==> config.mk <==
export PLATFORM = sky130hd
export DESIGN_NAME = fft_iter_addr_gen
export DESIGN_NICKNAME = d
export VERILOG_FILES = /design/src/rtl/fft_iter_addr_gen.sv
export SDC_FILE = /design/constraint.sdc
export NUM_CORES = 1
export LEC_CHECK = 0
export CELL_PAD_IN_SITES_DETAIL_PLACEMENT = 0
export CELL_PAD_IN_SITES_GLOBAL_PLACEMENT = 1
export CORE_ASPECT_RATIO = 1.5
export CORE_MARGIN = 2
export CORE_UTILIZATION = 45
export DETAILED_ROUTE_END_ITERATION = 10
export HOLD_SLACK_MARGIN = 0.06
export PLACE_DENSITY = 0.83
export SLEW_MARGIN = 20
export SYNTH_ARGS = -nofsm -noshare
export SYNTH_HDL_FRONTEND = slang
export SYNTH_SLANG_ARGS = --single-unit
==> constraint.sdc <==
create_clock -name CLK -period 4.3 [get_ports CLK]
set_clock_uncertainty 0.2 [all_clocks]
set_input_delay 0.645 -clock CLK [delete_from_list [all_inputs] [get_ports CLK]]
set_output_delay 0.645 -clock CLK [all_outputs]
set_load 0.05 [all_outputs]
==> src/rtl/fft_iter_addr_gen.sv <==
// ---------------------------------------------------------------------------
// fft_iter_addr_gen
//
// Address generator for an iterative, in-place radix-2 DIT FFT. It follows the
// control strobes of the FFT control unit and tracks the current layer (l) and
// butterfly index (b). From these it produces:
//   - the two data-RAM read addresses of the butterfly (A has a 0 inserted at
//     bit position l, B is A with bit l set),
//   - the twiddle-ROM index ((b mod 2^l) << (ButtWL-l)),
//   - write addresses, which are the read addresses delayed by WR_DELAY
//     enabled cycles to line up with the butterfly datapath.
//
// Optional build macro: FFT_ADDR_BITREV_EN
//   When defined, the read addresses of layer 0 are bit-reversed over ButtWL+1
//   bits so naturally ordered input data is fetched in DIT order. Write
//   addresses and the twiddle index always use the unreversed values.
//
// Ports
//   CLK         in   clock, rising edge
//   RST         in   asynchronous active-low reset
//   EN          in   clock enable; all state holds while low
//   ADDR_RST    in   synchronous clear of butterfly/layer counters (wins)
//   ADDR_EN     in   advance butterfly counter
//   LAY_EN      in   advance layer counter
//   Wr          in   write phase, qualifies WR_VALID
//   RD_ADDR_A   out  upper-input read address        [ButtWL:0]
//   RD_ADDR_B   out  lower-input read address        [ButtWL:0]
//   WR_ADDR_A   out  delayed RD_ADDR_A               [ButtWL:0]
//   WR_ADDR_B   out  delayed RD_ADDR_B               [ButtWL:0]
//   WR_VALID    out  Wr and delay line full
//   TW_ADDR     out  twiddle ROM index               [ButtWL-1:0]
//   LAYER       out  registered layer counter        [LayWL-1:0]
//   LAST_LAY_O  out  high while LAYER == LAYERS-1
//   FFT_DONE    out  one-cycle pulse when the layer counter wraps
// ---------------------------------------------------------------------------
module fft_iter_addr_gen #(
    parameter int unsigned LAYERS      = 5,
    parameter int unsigned BUTTERFLYES = 16,
    parameter int unsigned LayWL       = 3,
    parameter int unsigned ButtWL      = 4,
    parameter int unsigned WR_DELAY    = 4
) (
    input  logic              CLK,
    input  logic              RST,
    input  logic              EN,
    input  logic              ADDR_RST,
    input  logic              ADDR_EN,
    input  logic              LAY_EN,
    input  logic              Wr,
    output logic [ButtWL:0]   RD_ADDR_A,
    output logic [ButtWL:0]   RD_ADDR_B,
    output logic [ButtWL:0]   WR_ADDR_A,
    output logic [ButtWL:0]   WR_ADDR_B,
    output logic              WR_VALID,
    output logic [ButtWL-1:0] TW_ADDR,
    output logic [LayWL-1:0]  LAYER,
    output logic              LAST_LAY_O,
    output logic              FFT_DONE
);

    localparam int unsigned AW = ButtWL + 1;  // data RAM address width
    localparam int unsigned FW = 4;           // fill counter width, WR_DELAY <= 8

    // -----------------------------------------------------------------------
    // Configuration checks (elaboration time only)
    // -----------------------------------------------------------------------
    if (BUTTERFLYES > (1 << ButtWL)) begin : g_err_butt
        $error("fft_iter_addr_gen: BUTTERFLYES does not fit in ButtWL bits");
    end
    if (LAYERS > (1 << LayWL)) begin : g_err_lay
        $error("fft_iter_addr_gen: LAYERS does not fit in LayWL bits");
    end
    if ((WR_DELAY < 1) || (WR_DELAY > 8)) begin : g_err_dly
        $error("fft_iter_addr_gen: WR_DELAY must be in 1..8");
    end

    // -----------------------------------------------------------------------
    // State
    // -----------------------------------------------------------------------
    logic [ButtWL-1:0] r_b;
    logic [LayWL-1:0]  r_l;

    logic [AW-1:0]     r_rd_a;      // unreversed read addresses
    logic [AW-1:0]     r_rd_b;
    logic [ButtWL-1:0] r_tw;
    logic [LayWL-1:0]  r_layer;
    logic              r_last;

    logic [2*AW-1:0]   r_dly [WR_DELAY];
    logic [FW-1:0]     r_fill;

`ifdef FFT_ADDR_BITREV_EN
    logic              r_rev;       // registered "address was for layer 0"
`endif

    // -----------------------------------------------------------------------
    // Combinational address function of (b, l)
    // -----------------------------------------------------------------------
    logic [AW-1:0]     w_b_ext;
    logic [AW-1:0]     w_lo_mask;
    logic [AW-1:0]     w_a;
    logic [AW-1:0]     w_bb;
    logic [7:0]        w_tw_sh;
    logic [ButtWL-1:0] w_tw;
    logic              w_b_last;
    logic              w_l_last;
    logic [ButtWL-1:0] w_b_nxt;
    logic [LayWL-1:0]  w_l_nxt;

    assign w_b_ext   = {1'b0, r_b};
    // Bits below position l stay in place; bits at or above l move up by one,
    // leaving a 0 at position l.
    assign w_lo_mask = ~({AW{1'b1}} << r_l);
    assign w_a       = ((w_b_ext & ~w_lo_mask) << 1) | (w_b_ext & w_lo_mask);
    assign w_bb      = w_a | ({{(AW - 1){1'b0}}, 1'b1} << r_l);

    // l never exceeds ButtWL in a legal configuration, so the shift is >= 0.
    assign w_tw_sh   = 8'(ButtWL) - 8'(r_l);
    assign w_tw      = (r_b & w_lo_mask[ButtWL-1:0]) << w_tw_sh;

    assign w_b_last  = (r_b == ButtWL'(BUTTERFLYES - 1));
    assign w_l_last  = (r_l == LayWL'(LAYERS - 1));
    assign w_b_nxt   = w_b_last ? '0 : r_b + 1'b1;
    assign w_l_nxt   = w_l_last ? '0 : r_l + 1'b1;

    // -----------------------------------------------------------------------
    // Butterfly / layer counters
    // -----------------------------------------------------------------------
    always_ff @(posedge CLK or negedge RST) begin
        if (!RST) begin
            r_b <= '0;
            r_l <= '0;
        end else if (EN) begin
            if (ADDR_RST) begin
                r_b <= '0;
                r_l <= '0;
            end else begin
                if (ADDR_EN) r_b <= w_b_nxt;
                if (LAY_EN)  r_l <= w_l_nxt;
            end
        end
    end

    // -----------------------------------------------------------------------
    // Registered read/twiddle addresses and layer status
    // -----------------------------------------------------------------------
    always_ff @(posedge CLK or negedge RST) begin
        if (!RST) begin
            r_rd_a  <= '0;
            r_rd_b  <= '0;
            r_tw    <= '0;
            r_layer <= '0;
            r_last  <= 1'b0;
        end else if (EN) begin
            r_rd_a  <= w_a;
            r_rd_b  <= w_bb;
            r_tw    <= w_tw;
            r_layer <= r_l;
            r_last  <= w_l_last;
        end
    end

`ifdef FFT_ADDR_BITREV_EN
    always_ff @(posedge CLK or negedge RST) begin
        if (!RST) begin
            r_rev <= 1'b0;
        end else if (EN) begin
            r_rev <= (r_l == '0);
        end
    end

    function automatic logic [AW-1:0] f_bitrev(input logic [AW-1:0] i_v);
        logic [AW-1:0] v_r;
        v_r = '0;
        for (int i = 0; i < int'(AW); i++) begin
            v_r[AW-1-i] = i_v[i];
        end
        return v_r;
    endfunction

    assign RD_ADDR_A = r_rev ? f_bitrev(r_rd_a) : r_rd_a;
    assign RD_ADDR_B = r_rev ? f_bitrev(r_rd_b) : r_rd_b;
`else
    assign RD_ADDR_A = r_rd_a;
    assign RD_ADDR_B = r_rd_b;
`endif

    // -----------------------------------------------------------------------
    // Write-address delay line. Stage 0 captures the registered read address,
    // so the last stage shows the read address from WR_DELAY enabled cycles
    // earlier. ADDR_RST only empties the fill count; contents keep shifting.
    // -----------------------------------------------------------------------
    always_ff @(posedge CLK or negedge RST) begin
        if (!RST) begin
            for (int i = 0; i < int'(WR_DELAY); i++) begin
                r_dly[i] <= '0;
            end
        end else if (EN) begin
            r_dly[0] <= {r_rd_a, r_rd_b};
            for (int i = 1; i < int'(WR_DELAY); i++) begin
                r_dly[i] <= r_dly[i-1];
            end
        end
    end

    always_ff @(posedge CLK or negedge RST) begin
        if (!RST) begin
            r_fill <= '0;
        end else if (EN) begin
            if (ADDR_RST) begin
                r_fill <= '0;
            end else if (r_fill != FW'(WR_DELAY)) begin
                r_fill <= r_fill + 1'b1;
            end
        end
    end

    // -----------------------------------------------------------------------
    // Outputs
    // -----------------------------------------------------------------------
    assign WR_ADDR_A  = r_dly[WR_DELAY-1][2*AW-1:AW];
    assign WR_ADDR_B  = r_dly[WR_DELAY-1][AW-1:0];
    assign WR_VALID   = Wr & (r_fill == FW'(WR_DELAY));
    assign TW_ADDR    = r_tw;
    assign LAYER      = r_layer;
    assign LAST_LAY_O = r_last;
    // Pulses in the cycle the wrapping LAY_EN is accepted.
    assign FFT_DONE   = EN & ~ADDR_RST & LAY_EN & w_l_last;

endmodule

* Word-level counts from Yosys, hierarchy flattened
Cells that the tools add are included.
** Cells by class
- Add/sub/neg operators :: 4
- Multipliers :: 0
- Div/mod/pow operators :: 0
- $lt $le $gt $ge :: 0
- Equal/unequal tests :: 4
- Shifts and indexed selects :: 3
- Mux-type cells :: 8
- Bitwise gates (word level) :: 12
- Reduce and logical (&&, ||, !) cells :: 6
** Operators by type and width (number)
- $mux 4 :: 5
- $or 5x5->5 :: 2
- $mux 3 :: 3
- $add 4x1->4 const B :: 2
- $and 4x4->4 :: 2
- $shl 4x8->4 :: 1
- $reduce_and 2->1 :: 3
- $reduce_bool 2->1 :: 3
- $and 4x5->5 :: 1
- $not 5->5 :: 1
- $shl 1x3->5 const A :: 1
- $shl 5x3->5 const A :: 1
- $and 1x1->1 :: 4
- $eq 4x3->1 const B :: 1
- $eq 4x4->1 const B :: 1
- $ne 4x3->1 const B :: 1
- $not 4->4 :: 1
- $sub 3x3->4 const A :: 1
- $add 3x1->3 const B :: 1
- $eq 3x3->1 const B :: 1
- $not 1->1 :: 1
** Word-level totals
- Flip-flop bits (word level) :: 69
- Bits in latches :: 0
- Memory bits (writable) :: 0
- Bits in read-only memories :: 0
- Output and inout bits :: 30
- Logic and storage cells :: 49
- Memories :: 0

* Depth between registers and ports, before layout
- Depth in word-level cells :: 6
- Gate-level depth with buffers :: 6
- Gate-level depth less buffers :: 6

* Worst setup path after synthesis
Ideal clock, no wire load.
- Path kind :: reg2out
- Start :: reg r_l[0]
- End :: out FFT_DONE
- Arrival time :: 2.062 ns
- Setup slack :: 1.393 ns
- Stages on the path, launching flop included :: 5
- Path buffers :: 0
- Cell sequence :: dfrtp_1 > inv_1 > ha_1 > ha_1 > nor3b_1
** On the way
- Longest elaborated chain between the ends :: 2
** RTL lines
- start, declared :: line 81 : logic [LayWL-1:0] r_l;
- start signal, assigned :: line 139 : if (LAY_EN) r_l <= w_l_nxt;
- $eq 3x3->1 :: line 122 : assign w_l_last = (r_l == LayWL'(LAYERS - 1));
- net w_l_last :: line 106 : logic w_l_last;
- $and 1x1->1 :: line 228 : assign FFT_DONE = EN & ~ADDR_RST & LAY_EN & w_l_last;
- end, declared :: line 58 : output logic FFT_DONE
The timed path passes the listed nets, and every way through them passes these cells.

* Worst setup path after layout
Same ends and word-level chain as after synthesis.

==> out/qor.tcl <==
set qor(cellPowerDensity_nw_per_um2) 498
set qor(wirelength_per_cell_um) 14.2
set qor(layout.nets) 284
set qor(clk_path_buf_depth) 2
set qor(synth_seq_area_share) 0.556
set qor(post-route-worst-setup-slack_ns) 1.02
set qor(p_int_w) 0.00126
set qor(drt_wl_total_mm) 4.96
set qor(worst_slew_margin_rel) 0.451
set qor(global_placement_routability_congestion) 0.744
set qor(ir_worst_vdd_v) 0.000276
set qor(place_area_um2) 3410
set qor(n_fill_cell) 585
set qor(synth.lib_cells_used.distinct) 43
set qor(synth-edff-count) 0
set qor(timing.setup.tns_ns) 0
set qor(worst_setup_hold_path_clk_slew_ns) 0.07
set qor(num_vias) 1832
set qor(hold_path.class) {primary input to asynchronous set/reset pin}
set qor(crit_path_top_delay_cell) {sky130_fd_sc_hd__clkdlybuf4s50_1}
set qor(power.sequential.fraction) 0.455
set qor(first_global_vias) 1843
set qor(synth_area_um2) 3100
set qor(crit_path_cell_trace) {inv_1 -> ha_1 -> ha_1 -> nor3b_1 -> clkdlybuf4s50_1}
set qor(cts_tree) {yes}
set qor(placement.setup.worst_slack_ns) 1.16
set qor(crit_path_start_kind) {flip-flop}
set qor(max_freq_ghz) 0.305
set qor(die_w_um) 71.8
set qor(syn_avg_cell_area_um2) 13.1
set qor(final_design_area_no_fill_um2) 3630
set qor(drc) 0
set qor(swShare) 0.302
set qor(synth.net_count) 255
set qor(core_um2) 6760
set qor(criticalPathCategory) {flip-flop to primary output}
set qor(drt-pass1-iter-count) 4
set qor(outcome) {complete, no violations}
set qor(dp_hpwl_mm) 3.39
set qor(power.share.combinational) 0.236
set qor(cts_made_buffers) 9
set qor(antenna_cells) 0
set qor(finalHoldViolations) 0
set qor(grt_util_all_layers) 0.148
set qor(switching_power_w) 0.000545
set qor(timing.final.max_slew_violations) 0
set qor(yosys_register_bits) 69
set qor(std_cell_rows) 37
set qor(p_clk_frac) 0.309
set qor(antenna_left) 0
set qor(postSynthCellCount) 237
set qor(final_common_cell) {sky130_fd_sc_hd__dfrtp_1}
set qor(commonest_non_fill_non_tap_cells_in_the_layout) {sky130_fd_sc_hd__dfrtp_1, sky130_fd_sc_hd__mux2_2, sky130_fd_sc_hd__clkdlybuf4s50_1}
set qor(chipHeight_um) 106
set qor(setup.worst_path.end_class) {primary output}
set qor(synth-main-ff-cell) {sky130_fd_sc_hd__dfrtp_1}
set qor(clock_tree.root_cell) {sky130_fd_sc_hd__clkbuf_8}
set qor(grt_antenna_before_repair) 0
set qor(yosys.area.top_type) {sky130_fd_sc_hd__dfrtp_1}
set qor(hold_fix_buffers_cts) 0
set qor(cts_repair_resize_count) 0
set qor(grt_start_max_net_pins) 75
set qor(rsz0062_at_grt) {false}
set qor(critical_path_arrival_ns) 2.43
set qor(count_of_pins_on_the_block_boundary) 37
set qor(routed_via_density) 5.25
set qor(final_layout_size_suffix_gt1_frac) 0.277
set qor(h-tree-depth) 3
set qor(post-cts-setup-buffer-count) 0
set qor(timing.reg2reg.setup_slack_ns) 2.27
set qor(max_cap_violations) 0
set qor(insertion_delay_ns) 0.33
set qor(setup_viol) 0
set qor(cts.sink_count) 69
set qor(grt_pass1_wl_mm) 8.65
set qor(cp_slowest_stage_delay_ns) 0.83
set qor(worst_ep_required_time_ns) 3.45
set qor(critical-path-top-cell-by-count) {sky130_fd_sc_hd__ha_1}
set qor(gr-total-overflow) 0
set qor(critPathMaxFanout) 8
set qor(synth.top_cells.by_area) {sky130_fd_sc_hd__dfrtp_1, sky130_fd_sc_hd__mux2_2, sky130_fd_sc_hd__buf_4, sky130_fd_sc_hd__ha_1, sky130_fd_sc_hd__nor2b_1}
set qor(power_w) 0.00181
set qor(syn2layout_area_growth_pct) 16.9
set qor(fin_crit_sh) 0.762
set qor(ys.warnings.count) 0
set qor(total_leakage_power_nw) 1.64
set qor(worst_slew_pin_slew_ns) 0.824
set qor(place.port_buffers) 36
set qor(floorplan_die_area_um2) 7590
set qor(postSynth.asyncResetShare) 1.00
set qor(initial_core_util) 0.459
set qor(final_critical_period_ns) 3.28
set qor(drt_first_iter_violations) 127
set qor(synthDominantCellAreaShare) 0.556
Yosys cell counts (all sizes together) (2+ instances only):
cell	number
a31oi	2
o21a	2
ha	11
o21ai	7
dfrtp	69
a21oi	7
inv	12
a22o	2
o22a	2
nor2b	7
buf	20
nand3b	2
a21bo	2
nor2	8
nand3	3
nand4	2
mux2	48
o2bb2ai	2
nand2	9
through the flow:
step           instances  hold WS, ns  utilization
6_report             349        0.150        0.537
5_1_grt              349        0.183        0.537
4_1_cts              349        0.156        0.537
3_5_place_dp         333        0.277        0.505
3_3_place_gp         333        0.282        0.505
2_1_floorplan        237        0.149            -
per-layer routing:
metal | up-vias | wire length [µm] | track usage
li1 | 887 | - | -
met1 | 918 | 2180 | 0.178
met2 | 22 | 2590 | 0.240
met3 | 5 | 93 | 0.0315
met4 | 0 | 93 | 0.0849
met5 | - | 0 | 0
final cells by class:
type                            instances  area [µm²]  share of cell area
Inverter                               12        45.0              0.0124
Timing Repair Buffer                   38         365               0.101
Clock inverter                          6        87.6              0.0241
Multi-Input combinational cell        136        1180               0.325
Clock buffer                           10         128              0.0352
Tap cell                               78        97.6              0.0269
Sequential cell                        69        1730               0.476
worst max-delay path, delay by kind of cell, from the launching register on:
| kind | cells | cell delay [ns] |
|---|---|---|
| adders and majority gates | 2 | 0.44 |
| buffers and inverters | 2 | 1.00 |
| DFF | 1 | 0.46 |
| and+or+nand+nor | 1 | 0.20 |
logic make-up after synthesis:
| logic type | count (synthesis) | synth area share |
|---|---|---|
| AOI/OAI and AO/OA | 39 | 0.0932 |
| adders and majority gates | 11 | 0.0444 |
| DFF | 69 | 0.556 |
| and+or+nand+nor | 37 | 0.0649 |
| xor gates and xnor gates | 1 | 0.00282 |
| muxes | 48 | 0.174 |
| buffers and inverters | 32 | 0.0641 |
state kept, by name, summed over array words and instances (netlist names):
| signal | flops |
|---|---|
| TW_ADDR | 4 |
| r_l | 3 |
| WR_ADDR_A | 5 |
| RD_ADDR_A | 5 |
| LAYER | 3 |
| WR_ADDR_B | 5 |
| r_fill | 4 |
| r_b | 4 |
| RD_ADDR_B | 5 |
| LAST_LAY_O | 1 |
| r_dly | 30 |
power by group through the flow:
stage | combinational, W | sequential [W] | clock, W
2_1_floorplan | 0.000293 | 0.000872 | 0
3_3_place_gp | 0.000425 | 0.000830 | 0
3_5_place_dp | 0.000432 | 0.000836 | 0
4_1_cts | 0.000433 | 0.000823 | 0.000578
5_1_grt | 0.000457 | 0.000838 | 0.000604
6_report | 0.000427 | 0.000821 | 0.000558
path summary, 6_finish.rpt:
kind                             from           end  cells past startpoint
max                            r_l[0]      FFT_DONE                      5
min reg2reg                TW_ADDR[0]    TW_ADDR[0]                      1
max reg2reg                    r_l[0]    TW_ADDR[2]                      6
max in group asynchronous         RST  RD_ADDR_B[0]                      2
min                               RST    TW_ADDR[2]                      1
min in group CLK           TW_ADDR[0]    TW_ADDR[0]                      1
Power figures use the tool's default switching activity.
==> RTL change 1 (same settings) <==
Change the parameter `BUTTERFLYES` from 16 to 15.
--- a/src/rtl/fft_iter_addr_gen.sv
+++ b/src/rtl/fft_iter_addr_gen.sv
@@ -36,5 +36,5 @@
 module fft_iter_addr_gen #(
     parameter int unsigned LAYERS      = 5,
-    parameter int unsigned BUTTERFLYES = 16,
+    parameter int unsigned BUTTERFLYES = 15,
     parameter int unsigned LayWL       = 3,
     parameter int unsigned ButtWL      = 4,
Behaviour: no difference found for any inputs over 10 cycles, from zero or initial values and one cycle with RST low; that may be too few to reach the edited logic, so the function may still have changed.
==> RTL change 1 against the original RTL <==
- register-to-register slack better by 20 ps
- first-iteration DRC count is 30% higher
- critical path depth unchanged
- total power up 9.0%
- hold slack gained 16 ps
- synthesized area rose by 1.2%
- final area increased by 0.86%
- global-route usage up 1.2 points
- sequential share of layout area down 0.41 points
- worst setup slack got worse by 14 ps
- wire length grew 7.7%
- sequential cell count unchanged
- largest cell class unchanged
==> RTL change 1: results (changes against the original RTL) <==
* Run status: finished clean (unchanged)
* Most used flip-flop cell after synthesis: dfrtp_1 (unchanged)
* WHS at 166 ps (was 150 ps)
* Worst-Skew Late Latency at roughly 340 ps
* Post-Place Worst Slack at 1170 ps (was 1160 ps)
* Synth Warn # at 0 (unchanged)
* R2R Setup Slk at 2290 ps (was 2270 ps)
* H-Tree Depth at 3 (unchanged)
* Area after DPL at 3450 um2 (was 3410 um2)
* Num CTS Buffers at 9 (unchanged)
* Leak at 1.64 nW (about the same)
* Most flop-heavy register: r_dly (unchanged)
* R2R depth at 6 (unchanged)
* Layout filler cell count at 606 (was 585)
* Dpl hpwl at 3600 um (was 3390 um)
* Most common library cells after synthesis: dfrtp_1, mux2_2, buf_4, inv_1, ha_1 (was dfrtp_1, mux2_2, buf_4, ha_1, inv_1)
* Peak VDD IR at 215 uV (was 276 uV)
* Initial antenna violation count at 0 (unchanged)
* All-Layer GR Usage at 0.159 (was 0.148)
* Reg-to-Reg End: TW_ADDR[2]$_DFFE_PN0P_ (unchanged)
* DRT iter0 DRCs at 165 (was 127)
* Diodes inserted at 0 (unchanged)
* Buffer levels on the longest clock path at 2 (unchanged)
* Worst-Margin Slew at 837 ps (was 824 ps)
* DR pass1 iterations at 4 (unchanged)
* Routability Congestion at 0.758 (was 0.744)
* Worst hold-check path type: primary input to async pin (unchanged)
* Post-CTS Setup Repair Bufs at 0 (unchanged)
* Worst setup startpoint: r_l[0]$_DFFE_PN0P_ (unchanged)
* Final Non-Filler Cells at 354 (was 349)
* Cell variety after synth at 46 (was 43)
* Avg WL per Cell at 15.1 um (was 14.2 um)
* IO buf count at 36 (unchanged)
* Sequential cell area fraction in the yosys report at 0.550 (was 0.556)
* Via Count at 1,867 (was 1,832)
* Arr. time, crit path at 2450 ps (was 2430 ps)
* Syn avg cell area at 12.9 um2 (was 13.1 um2)
* Largest register FFs at 30 (unchanged)
* Placed instance count at 338 (was 333)
* Root buf cell: clkbuf_8 (unchanged)
* Total Nets Final at 290 (was 284)
* Reg clk slew, reported paths at 70 ps (about the same)
* Main area contributors after synthesis: dfrtp_1, mux2_2, ha_1 (was dfrtp_1, mux2_2, buf_4)
* Mapped Nets at 262 (was 255)
* Post_cts resized at 0 (unchanged)
* Global-route wire length before repair at 9340 um (was 8650 um)
* Largest net degree at the start of global routing at 75 (unchanged)
* Reg-to-reg critical path startpoint: r_l[1]$_DFFE_PN0P_ (was r_l[0]$_DFFE_PN0P_)
* Fraction of layout cells with a size suffix above 1 at 0.272 (was 0.277)
* Crit-path max FO at 8 (unchanged)
RTL change 1: cell count changes after synthesis, moves of 2 or more:
cell,delta
nor2b_1,-2
inv_1,+2
o21ai_0,-2
nand3_1,+2
buf_4,-3
buf_2,+2
and2b_1,+2
RTL change 1: cells by family (layout without fill, tap and decap cells):
| group | after synthesis | in the layout | synth area share |
|---|---|---|---|
| muxes | 47 | 47 | 0.168 |
| adders and majority gates | 12 | 12 | 0.0478 |
| buffers and inverters | 35 | 68 | 0.0669 |
| DFF | 69 | 69 | 0.550 |
| AOI/OAI and AO/OA | 40 | 40 | 0.0948 |
| and+or+nand+nor | 39 | 39 | 0.0697 |
| xor gates and xnor gates | 1 | 1 | 0.00279 |
RTL change 1: per-layer routing:
metal / part of all wire / vias to the layer above / track usage
li1: - / 902 / -
met1: 0.44 / 928 / 0.195
met2: 0.51 / 31 / 0.253
met3: 0.028 / 6 / 0.0512
met4: 0.022 / 0 / 0.0728
met5: 0 / - / 0
RTL change 1: critical path: stages (launching register included):
cell,delay (ps)
dfrtp_1,450
inv_1,170
ha_1,200
ha_1,240
nor3b_1,210
clkdlybuf4s50_1,830
RTL change 1: cell type report:
class | count | area [um2] | area share
Clock buffer | 13 | 169 | 0.0462
Multi-Input combinational cell | 139 | 1200 | 0.329
Timing Repair Buffer | 38 | 365 | 0.0999
Inverter | 14 | 52.6 | 0.0144
Sequential cell | 69 | 1730 | 0.472
Clock inverter | 3 | 42.5 | 0.0116
Tap cell | 78 | 97.6 | 0.0267
RTL change 1: worst max path at each step:
stage / end / slack (ps) / depth (start not counted)
floorplan: FFT_DONE / 1370 / 4
global placement: FFT_DONE / 1190 / 3
detailed placement: FFT_DONE / 1170 / 3
CTS: FFT_DONE / 950 / 5
global route: FFT_DONE / 810 / 5
finish: FFT_DONE / 1010 / 5
RTL change 1: power breakdown:
group | total (mW) | internal [mW] | switching, mW
combinational | 0.537 | 0.225 | 0.312
sequential | 0.884 | 0.788 | 0.0957
clock | 0.548 | 0.315 | 0.233
==> RTL change 2 (config.mk and constraints unchanged) <==
Without the edit above. Register the outputs `WR_ADDR_A`, `WR_ADDR_B`, `WR_VALID` and `FFT_DONE`; this adds one clock of latency there. The other outputs are not delayed to match. Comments in the files are not updated.
--- a/src/rtl/fft_iter_addr_gen.sv
+++ b/src/rtl/fft_iter_addr_gen.sv
@@ -219,12 +219,14 @@
     // Outputs
     // -----------------------------------------------------------------------
-    assign WR_ADDR_A  = r_dly[WR_DELAY-1][2*AW-1:AW];
-    assign WR_ADDR_B  = r_dly[WR_DELAY-1][AW-1:0];
-    assign WR_VALID   = Wr & (r_fill == FW'(WR_DELAY));
     assign TW_ADDR    = r_tw;
     assign LAYER      = r_layer;
     assign LAST_LAY_O = r_last;
     // Pulses in the cycle the wrapping LAY_EN is accepted.
-    assign FFT_DONE   = EN & ~ADDR_RST & LAY_EN & w_l_last;
+    always_ff @(posedge CLK) begin
+        WR_ADDR_A <= r_dly[WR_DELAY-1][2*AW-1:AW];
+        WR_ADDR_B <= r_dly[WR_DELAY-1][AW-1:0];
+        WR_VALID  <= Wr & (r_fill == FW'(WR_DELAY));
+        FFT_DONE  <= EN & ~ADDR_RST & LAY_EN & w_l_last;
+    end
 
 endmodule
Behaviour: not the same (Yosys sat finds a counterexample within 10 cycles, from zero or initial values and one cycle with RST low).
==> RTL change 2 against the original RTL <==
- final cell count is 4.9% higher
- combinational power is 2% lower
- synthesized cell count is 2.1% higher
- worst setup slack better by 870 ps
- hold slack worse by 63 ps
- final area is 6.8% higher
- sequential power is 17% higher
- fmax is 36% higher
- synthesized area is 5.2% higher
- die area is 5.0% higher
- wire length is 10% higher
- sequential cell count is 12 higher
- total power is 7.8% higher
- critical path type unchanged
- highest routed layer unchanged
==> RTL change 2: results (changes against the original RTL) <==
* Avg WL per Cell at 14.9 um (was 14.2 um)
* R2R Setup Slk at 2200 ps (was 2270 ps)
* Worst-Skew Late Latency at 350 ps (was 330 ps)
* Cell variety after synth at 42 (was 43)
* Routability Congestion at 0.768 (was 0.744)
* Layout filler cell count at 609 (was 585)
* Final Non-Filler Cells at 366 (was 349)
* All-Layer GR Usage at 0.155 (was 0.148)
* Peak VDD IR at 266 uV (was 276 uV)
* Fraction of layout cells with a size suffix above 1 at 0.255 (was 0.277)
* Mapped Nets at 260 (was 255)
* Ys async rst share at 0.852 (was 1.00)
* Vias in the first global route at 1,904 (was 1,843)
* Arr. time, crit path at 1560 ps (was 2430 ps)
* DRT iter0 DRCs at 93 (was 127)
* Vias/cell at 5.31 (was 5.25)
* Main area contributors after synthesis: dfrtp_1, mux2_2, dfxtp_1 (was dfrtp_1, mux2_2, buf_4)
* Largest register FFs at 40 (was 30)
* Reg clk slew, reported paths at around 80 ps
* Most common library cells after synthesis: dfrtp_1, mux2_2, dfxtp_1, inv_1, ha_1 (was dfrtp_1, mux2_2, buf_4, ha_1, inv_1)
* Run status: finished clean (unchanged)
* Global-route wire length before repair at 9210 um (was 8650 um)
* Leak at 1.73 nW (was 1.64 nW)
* Worst slew margin at 0.408 (was 0.451)
* Largest net degree at the start of global routing at 48 (was 75)
* Mapped Cells at 242 (was 237)
* Root buf cell: clkbuf_8 (unchanged)
* Dpl hpwl at 3660 um (was 3390 um)
==> RTL change 2: cell types whose count changed after synthesis, moves of 2 or more <==
cell / before / now
a22o_1: 1 / 3
buf_4: 19 / 7
dfxtp_1: 0 / 12
buf_2: 0 / 3
==> RTL change 2: worst max path at each step <==
stage	from	end	slack, ps	depth (start not counted)
after floorplan	r_l[0]$_DFFE_PN0P_	TW_ADDR[2]$_DFFE_PN0P_	2580	6
after global placement	EN	r_dly[3]$_DFFE_PN0P_	1800	3
after detailed placement	EN	r_dly[0]$_DFFE_PN0P_	1790	3
after CTS	RD_ADDR_A[3]$_DFFE_PN0P_	RD_ADDR_A[3]	1840	1
after global routing	RD_ADDR_A[3]$_DFFE_PN0P_	RD_ADDR_A[3]	1830	1
final	RD_ADDR_A[3]$_DFFE_PN0P_	RD_ADDR_A[3]	1890	1
==> RTL change 2: metrics by stage <==
stage / total power [mW] / utilization / area [um2] / worst slack [ps]
final: 1.95 / 0.543 / 3870 / 1890
after global routing: 2.04 / 0.543 / 3870 / 1830
after CTS: 1.97 / 0.543 / 3870 / 1840
after detailed placement: 1.40 / 0.514 / 3660 / 1790
after global placement: 1.39 / 0.514 / 3660 / 1800
after floorplan: 1.26 / - / 3270 / 2580
==> RTL change 2: routing by layer <==
metal | vias up | track usage | wire, um
li1 | 933 | - | -
met1 | 974 | 0.191 | 2350
met2 | 27 | 0.247 | 2830
met3 | 9 | 0.0336 | 144
met4 | 0 | 0.0896 | 143
met5 | - | 0 | 0
==> RTL change 2: final cells by class <==
type,instances,area share
Inverter,13,0.0126
Sequential cell,81,0.508
Clock inverter,2,0.00904
Clock buffer,14,0.0446
Timing Repair Buffer,38,0.0950
Multi-Input combinational cell,138,0.305
Tap cell,80,0.0258
==> RTL change 2: cells by family (layout without fill, tap and decap cells) <==
kind of cell             Yosys count  after routing  share of synthesized area
flip-flops                        81             81                      0.602
multiplexers                      47             47                      0.162
AO/OA/AOI/OAI                     41             41                     0.0904
AND/OR/NAND/NOR                   38             38                     0.0648
buffers and inverters             23             67                     0.0356
adder cells (fa/ha/maj)           11             11                     0.0421
XOR/XNOR                           1              1                    0.00268
==> RTL change 2: power by group <==
group | switching [mW] | internal [mW] | leakage, nW
Sequential | 0.0720 | 0.889 | 0.974
Clock | 0.251 | 0.316 | 0.107
Combinational | 0.243 | 0.175 | 0.648
Total | 0.567 | 1.38 | 1.73
